File: config.mk
export PLATFORM = sky130hd
export DESIGN_NAME = laser_scan_ctrl
export DESIGN_NICKNAME = d
export VERILOG_FILES = /design/src/rtl/laser_scan_ctrl.sv
export SDC_FILE = /design/constraint.sdc
export NUM_CORES = 1
export LEC_CHECK = 0
export ABC_AREA = 0
export BUFFER_PORTS_ARGS = -buffer_cell sky130_fd_sc_hd__clkbuf_2
export CORE_MARGIN = 4
export CORE_UTILIZATION = 46
export CTS_CLUSTER_DIAMETER = 80
export DETAILED_ROUTE_END_ITERATION = 8
export PLACE_DENSITY_LB_ADDON = 0.1
export REMOVE_ABC_BUFFERS = 1
export SYNTH_ARGS = -nofsm -noshare
export SYNTH_HDL_FRONTEND = slang
export SYNTH_SLANG_ARGS = --single-unit
File: constraint.sdc
create_clock -name CLK -period 3.5 [get_ports CLK]
set_input_delay 0.35 -clock CLK [delete_from_list [all_inputs] [get_ports CLK]]
set_output_delay 0.35 -clock CLK [all_outputs]
set_load 0.01 [all_outputs]
File: src/rtl/laser_scan_ctrl.sv
// ---------------------------------------------------------------------------
// laser_scan_ctrl
//
// Sequencer for the two-circle placement search. Walks every candidate
// centre of the 16x16 grid (x fastest, then y), hands each one to the shared
// coverage-count datapath over a valid/ready request, keeps the strictly
// best response of the pass and writes it into the circle being optimised.
// Passes alternate between circle 1 and circle 2 until two consecutive
// passes leave their circle where it was, or MAX_ITER passes have run.
//
// Parameters:
//   MAX_ITER   maximum passes per run (1..15)
//   CNT_W      coverage count width
//
// Ports:
//   CLK, RST_N            clock, asynchronous active-low reset
//   START                 run start pulse (honoured only in IDLE)
//   REQ_VALID/REQ_READY   candidate request handshake
//   REQ_X, REQ_Y          candidate centre
//   REQ_SEL               circle under optimisation (0 = C1, 1 = C2)
//   RSP_VALID, RSP_COUNT  coverage result for the outstanding request
//   MASK_LATCH            datapath loads the winner's mask as exclusion mask
//   C1X, C1Y, C2X, C2Y    current circle centres
//   BUSY                  high whenever not IDLE
//   DONE                  one-cycle completion pulse
// ---------------------------------------------------------------------------
//  state    | meaning
//  ---------+------------------------------------------------------------
//  S_IDLE   | waiting for START; centres hold the last result
//  S_ISSUE  | REQ_VALID high for candidate idx, waiting for REQ_READY
//  S_WAIT   | request accepted, waiting for RSP_VALID
//  S_UPDATE | commit pass winner, pulse MASK_LATCH, decide next pass/end
//  S_FINISH | DONE pulse
// ---------------------------------------------------------------------------
module laser_scan_ctrl #(
    parameter int MAX_ITER = 8,
    parameter int CNT_W    = 7
) (
    input  logic             CLK,
    input  logic             RST_N,
    input  logic             START,
    output logic             REQ_VALID,
    input  logic             REQ_READY,
    output logic [3:0]       REQ_X,
    output logic [3:0]       REQ_Y,
    output logic             REQ_SEL,
    input  logic             RSP_VALID,
    input  logic [CNT_W-1:0] RSP_COUNT,
    output logic             MASK_LATCH,
    output logic [3:0]       C1X,
    output logic [3:0]       C1Y,
    output logic [3:0]       C2X,
    output logic [3:0]       C2Y,
    output logic             BUSY,
    output logic             DONE
);

    localparam logic [3:0] MAX_ITER_L = 4'(MAX_ITER);

    typedef enum logic [2:0] {
        S_IDLE,
        S_ISSUE,
        S_WAIT,
        S_UPDATE,
        S_FINISH
    } state_t;

    state_t state, state_nxt;

    logic [7:0]       idx, idx_nxt;
    logic             sel, sel_nxt;
    logic [3:0]       best_x, best_x_nxt;
    logic [3:0]       best_y, best_y_nxt;
    logic [CNT_W-1:0] best_cnt, best_cnt_nxt;
    logic [3:0]       pass_cnt, pass_cnt_nxt;
    logic [1:0]       stable_cnt, stable_cnt_nxt;
    logic [3:0]       c1x, c1x_nxt, c1y, c1y_nxt;
    logic [3:0]       c2x, c2x_nxt, c2y, c2y_nxt;
    logic             changed;

    logic             req_valid_q, mask_latch_q, busy_q, done_q;

    // -----------------------------------------------------------------------
    // State register
    // -----------------------------------------------------------------------
    always_ff @(posedge CLK or negedge RST_N) begin
        if (!RST_N) begin
            state <= S_IDLE;
        end else begin
            state <= state_nxt;
        end
    end

    // -----------------------------------------------------------------------
    // Next-state and datapath update
    // -----------------------------------------------------------------------
    always_comb begin
        state_nxt      = state;
        idx_nxt        = idx;
        sel_nxt        = sel;
        best_x_nxt     = best_x;
        best_y_nxt     = best_y;
        best_cnt_nxt   = best_cnt;
        pass_cnt_nxt   = pass_cnt;
        stable_cnt_nxt = stable_cnt;
        c1x_nxt        = c1x;
        c1y_nxt        = c1y;
        c2x_nxt        = c2x;
        c2y_nxt        = c2y;
        changed        = 1'b0;

        case (state)
            S_IDLE: begin
                if (START) begin
                    c1x_nxt        = 4'd0;
                    c1y_nxt        = 4'd0;
                    c2x_nxt        = 4'd0;
                    c2y_nxt        = 4'd0;
                    pass_cnt_nxt   = 4'd0;
                    stable_cnt_nxt = 2'd0;
                    sel_nxt        = 1'b0;
                    idx_nxt        = 8'd0;
                    best_x_nxt     = 4'd0;
                    best_y_nxt     = 4'd0;
                    best_cnt_nxt   = '0;
                    state_nxt      = S_ISSUE;
                end
            end

            S_ISSUE: begin
                // REQ_VALID is high for the whole of ISSUE
                if (REQ_READY) begin
                    state_nxt = S_WAIT;
                end
            end

            S_WAIT: begin
                if (RSP_VALID) begin
                    // strict compare: on a tie the earlier candidate stays
                    if (RSP_COUNT > best_cnt) begin
                        best_x_nxt   = idx[3:0];
                        best_y_nxt   = idx[7:4];
                        best_cnt_nxt = RSP_COUNT;
                    end
                    if (idx == 8'hFF) begin
                        state_nxt = S_UPDATE;
                    end else begin
                        idx_nxt   = idx + 8'd1;
                        state_nxt = S_ISSUE;
                    end
                end
            end

            S_UPDATE: begin
                if (!sel) begin
                    changed = (best_x != c1x) || (best_y != c1y);
                    c1x_nxt = best_x;
                    c1y_nxt = best_y;
                end else begin
                    changed = (best_x != c2x) || (best_y != c2y);
                    c2x_nxt = best_x;
                    c2y_nxt = best_y;
                end
                pass_cnt_nxt   = pass_cnt + 4'd1;
                stable_cnt_nxt = changed ? 2'd0 : stable_cnt + 2'd1;
                if ((stable_cnt_nxt == 2'd2) || (pass_cnt_nxt == MAX_ITER_L)) begin
                    state_nxt = S_FINISH;
                end else begin
                    sel_nxt      = ~sel;
                    idx_nxt      = 8'd0;
                    best_x_nxt   = 4'd0;
                    best_y_nxt   = 4'd0;
                    best_cnt_nxt = '0;
                    state_nxt    = S_ISSUE;
                end
            end

            S_FINISH: begin
                state_nxt = S_IDLE;
            end

            default: begin
                state_nxt = S_IDLE;
            end
        endcase
    end

    // -----------------------------------------------------------------------
    // Datapath registers
    // -----------------------------------------------------------------------
    always_ff @(posedge CLK or negedge RST_N) begin
        if (!RST_N) begin
            idx        <= 8'd0;
            sel        <= 1'b0;
            best_x     <= 4'd0;
            best_y     <= 4'd0;
            best_cnt   <= '0;
            pass_cnt   <= 4'd0;
            stable_cnt <= 2'd0;
            c1x        <= 4'd0;
            c1y        <= 4'd0;
            c2x        <= 4'd0;
            c2y        <= 4'd0;
        end else begin
            idx        <= idx_nxt;
            sel        <= sel_nxt;
            best_x     <= best_x_nxt;
            best_y     <= best_y_nxt;
            best_cnt   <= best_cnt_nxt;
            pass_cnt   <= pass_cnt_nxt;
            stable_cnt <= stable_cnt_nxt;
            c1x        <= c1x_nxt;
            c1y        <= c1y_nxt;
            c2x        <= c2x_nxt;
            c2y        <= c2y_nxt;
        end
    end

    // -----------------------------------------------------------------------
    // Status outputs, registered from the next state so they are glitch-free
    // and aligned with the state they describe.
    // -----------------------------------------------------------------------
    always_ff @(posedge CLK or negedge RST_N) begin
        if (!RST_N) begin
            req_valid_q  <= 1'b0;
            mask_latch_q <= 1'b0;
            busy_q       <= 1'b0;
            done_q       <= 1'b0;
        end else begin
            req_valid_q  <= (state_nxt == S_ISSUE);
            mask_latch_q <= (state_nxt == S_UPDATE);
            busy_q       <= (state_nxt != S_IDLE);
            done_q       <= (state_nxt == S_FINISH);
        end
    end

    assign REQ_VALID  = req_valid_q;
    assign REQ_X      = idx[3:0];
    assign REQ_Y      = idx[7:4];
    assign REQ_SEL    = sel;
    assign MASK_LATCH = mask_latch_q;
    assign C1X        = c1x;
    assign C1Y        = c1y;
    assign C2X        = c2x;
    assign C2Y        = c2y;
    assign BUSY       = busy_q;
    assign DONE       = done_q;

endmodule

==> reports/results.tsv <==
stage	metric	value	unit
outcome	outcome	completed	
cells_and_area	diodes	0	
drt	vias	2014	
floorplan	coreArea	0.005574	mm²
drt	drc_errors	0	
grt	grt_max_degree	29	
synthesis	ys_warn_count	0	
synthesis	netlist_area	0.002673	mm²
cts	tritoncts	done	
power	p_per_area	614.1	mW/mm²
drt	postRouteAntennaNets	0	
floorplan	die-area	0.007093	mm²
synthesis	synth_seq_cells	53	
worst_setup_path	worst-path-max-fanout	15	
timing	fin_crit	2.187	ns
worst_setup_path	path_class	register to register	
cells_and_area	drive_gt1_share	20.93	%
place	dp_cells	365	
timing	finalHoldViolations	0	
cells_and_area	n_fill_cell	530	
synthesis	synth.area.top_cells	dfrtp_1 (50%), a22o_1 (5.9%), nand2_1 (5.2%), o21ai_0 (4.9%), ha_1 (4.2%)	
synthesis	avgSynthCellArea	10.24	µm²
grt	grt-ovfl-total	0	
worst_setup_path	rr_startpoint	state[1]$_DFF_PN0_	
timing	slew-limit-headroom	39.50	%
grt	grt_pass1_vias	2003	
cells_and_area	area_growth	14.00	%
synthesis	synth_fa_ha_area_share	4.213	%
cts	cts-buffers-inserted	5	
cts	cts_hold_buffers	0	
place	gp_congestion	0.8228	
drt	viasPerCell	5.399	
synthesis	synth_top_family_by_area	compound AO/OA/AOI/OAI gates	
timing	max_freq	457.2	MHz
synthesis	synth-async-reset-ratio	100.0	%
cells_and_area	final_util	54.66	%
timing	setup_ws	1.313	ns
timing	timing.final.max_slew_violations	0	
power	p_leak	1.509	nW
worst_setup_path	cp.required	3.75	ns
cells_and_area	final_cells	373	
floorplan	fp.dieW	84.22	µm
synthesis	yosysMostFrequentCell	dfrtp_1	
worst_setup_path	cp-start-kind	register	
timing	setup_viol	0	
cells_and_area	stdcell_area	0.003047	mm²
place	port_buffers	40	
cts	cts.repair.resized	0	
timing	worstMarginPinSlew	0.9026	ns
drt	dr.pass1.iters	4	
synthesis	ys_types	48	
synthesis	synth-compound-area-share	21.16	%
grt	grt_first_pass_wirelength	9.666	mm
place	pre_cts_ws	1.347	ns
worst_setup_path	cp-startpoint	state[1]$_DFF_PN0_	
synthesis	muxShareOfSynthArea	0.7491	%
timing	grt_setup_unrepaired	no	
drt	wire_per_inst	14.77	µm
cts	clk_latency	0.30	ns
timing	tns	0	ns
drt	routed_wl	5.509	mm
synthesis	ys_top_cells_by_count	dfrtp_1 (53), nand2_1 (37), o21ai_0 (26)	
synthesis	yosys.area.top_type	dfrtp_1	
cells_and_area	finalNetCount	321	
cts	cts_sinks	53	
place	hpwl	4.008	mm
cells_and_area	regArea	0.001326	mm²
synthesis	synth_edf_count	0	
synthesis	synth_xor_area_share	5.243	%
cts	h-tree-depth	2	
power	finalPower	1.871	mW
synthesis	synth_flop_cell	dfrtp_1	
power	ir_worst_vdd	329.6	µV
run	drv_cap	0	
synthesis	synth-simple-area-share	14.70	%
grt	gr-usage-all-layers	16.68	%
drt	first_iter_violations	109	
floorplan	rows	27	
floorplan	die_y	84.22	µm
place	place_area	0.002913	mm²
floorplan	start_util	47.95	%
worst_hold_path	hold_class	input port to asynchronous set/reset pin	
synthesis	synth_seq_area_share	49.63	%
cells_and_area	multiInputGateArea	0.001231	mm²
timing	min_period_over_period	62.49	%
worst_setup_path	critPathCaptureType	register	
synthesis	synth_top_area_share	49.63	%
grt	antenna_found_initial	0	
cts	clock_tree.buffer_depth	2	
cts	cts_setup_buffers	0	
timing	hold_slack	0.04309	ns
floorplan	io_pins	41	
synthesis	syn_inst	261	
cts	clk_pin_slew	0.10	ns
timing	clock_skew	0.005930	ns
worst_setup_path	worstPathArrival	2.43	ns
cts	clockRootBuffer	clkbuf_8	
[worst paths after layout]
| check | end | slack (ns) | cells past startpoint |
|---|---|---|---|
| max | best_cnt[2]$_DFFE_PN0P_ | 1.31 | 4 |
| min | C2X[0]$_DFFE_PN0P_ | 0.04 | 1 |
| max reg2reg | best_cnt[2]$_DFFE_PN0P_ | 1.31 | 4 |
| min reg2reg | best_cnt[6]$_DFFE_PN0P_ | 0.52 | 1 |
| max in group asynchronous | pass_cnt[0]$_DFFE_PN0P_ | 2.64 | 2 |
| min in group CLK | best_cnt[5]$_DFFE_PN0P_ | 0.28 | 2 |
[layout by cell type (no fill, tap or decap), types with 2 or more instances in the layout]
cell type,n
dfrtp_1,53
clkbuf_2,40
nand2_1,37
o21ai_0,26
a22o_1,18
inv_1,12
xor2_1,11
a21oi_1,9
ha_1,9
nor2_1,8
nand3_1,7
and3_1,6
xnor2_1,5
nand4_1,5
o22a_1,5
clkbuf_8,5
nand3b_1,4
nor3_1,3
a21bo_2,2
nor4_1,2
mux2i_1,2
clkinv_2,2
a31oi_1,2
nor3_2,2
a211oi_1,2
a2bb2oi_1,2
bufinv_16,2
buf_4,2
[cell families after synthesis]
kind of cell             after synthesis
multiplexers                           2
AND/OR/NAND/NOR                       80
AO/OA/AOI/OAI                         78
flip-flops                            53
XOR/XNOR                              16
adder cells (fa/ha/maj)                9
buffers and inverters                 23
[critical path, cell delays in order (launching register included)]
cell,delay (ns)
dfrtp_1,0.54
inv_1,0.16
or3_1,0.40
nor3_2,0.77
a22o_2,0.26
[report_power, final]
group	total, mW	switching [mW]	internal (mW)
clock	0.488	0.204	0.284
sequential	0.792	0.0945	0.698
combinational	0.591	0.376	0.215
total	1.87	0.674	1.20
[sequential cells by signal, indices dropped and copies added (netlist names)]
| signal | count |
|---|---|
| pass_cnt | 4 |
| best_cnt | 7 |
| state | 3 |
| best_y | 4 |
| REQ_SEL | 1 |
| C2Y | 4 |
| C1X | 4 |
| best_x | 4 |
| stable_cnt | 2 |
| C2X | 4 |
| REQ_VALID | 1 |
| BUSY | 1 |
| MASK_LATCH | 1 |
| C1Y | 4 |
| idx | 8 |
| DONE | 1 |
[layer usage]
layer  vias up  track usage, %  wire, µm
met5         -               0         0
met4         0           4.825        70
met2        42           24.89      2363
met3         7           3.042       200
li1       1021               -         -
met1       944           24.74      2874
[cell type report]
type                    instances  share of cell area (%)
clock buffers                   5                   2.259
well taps                      72                   2.957
inverters                      13                   1.643
flip-flops and latches         53                   43.53
multi-input cells             185                   40.41
repair buffers                 42                   7.064
clock inverters                 3                   2.136
No activity file was read; power rests on OpenSTA's default activity.
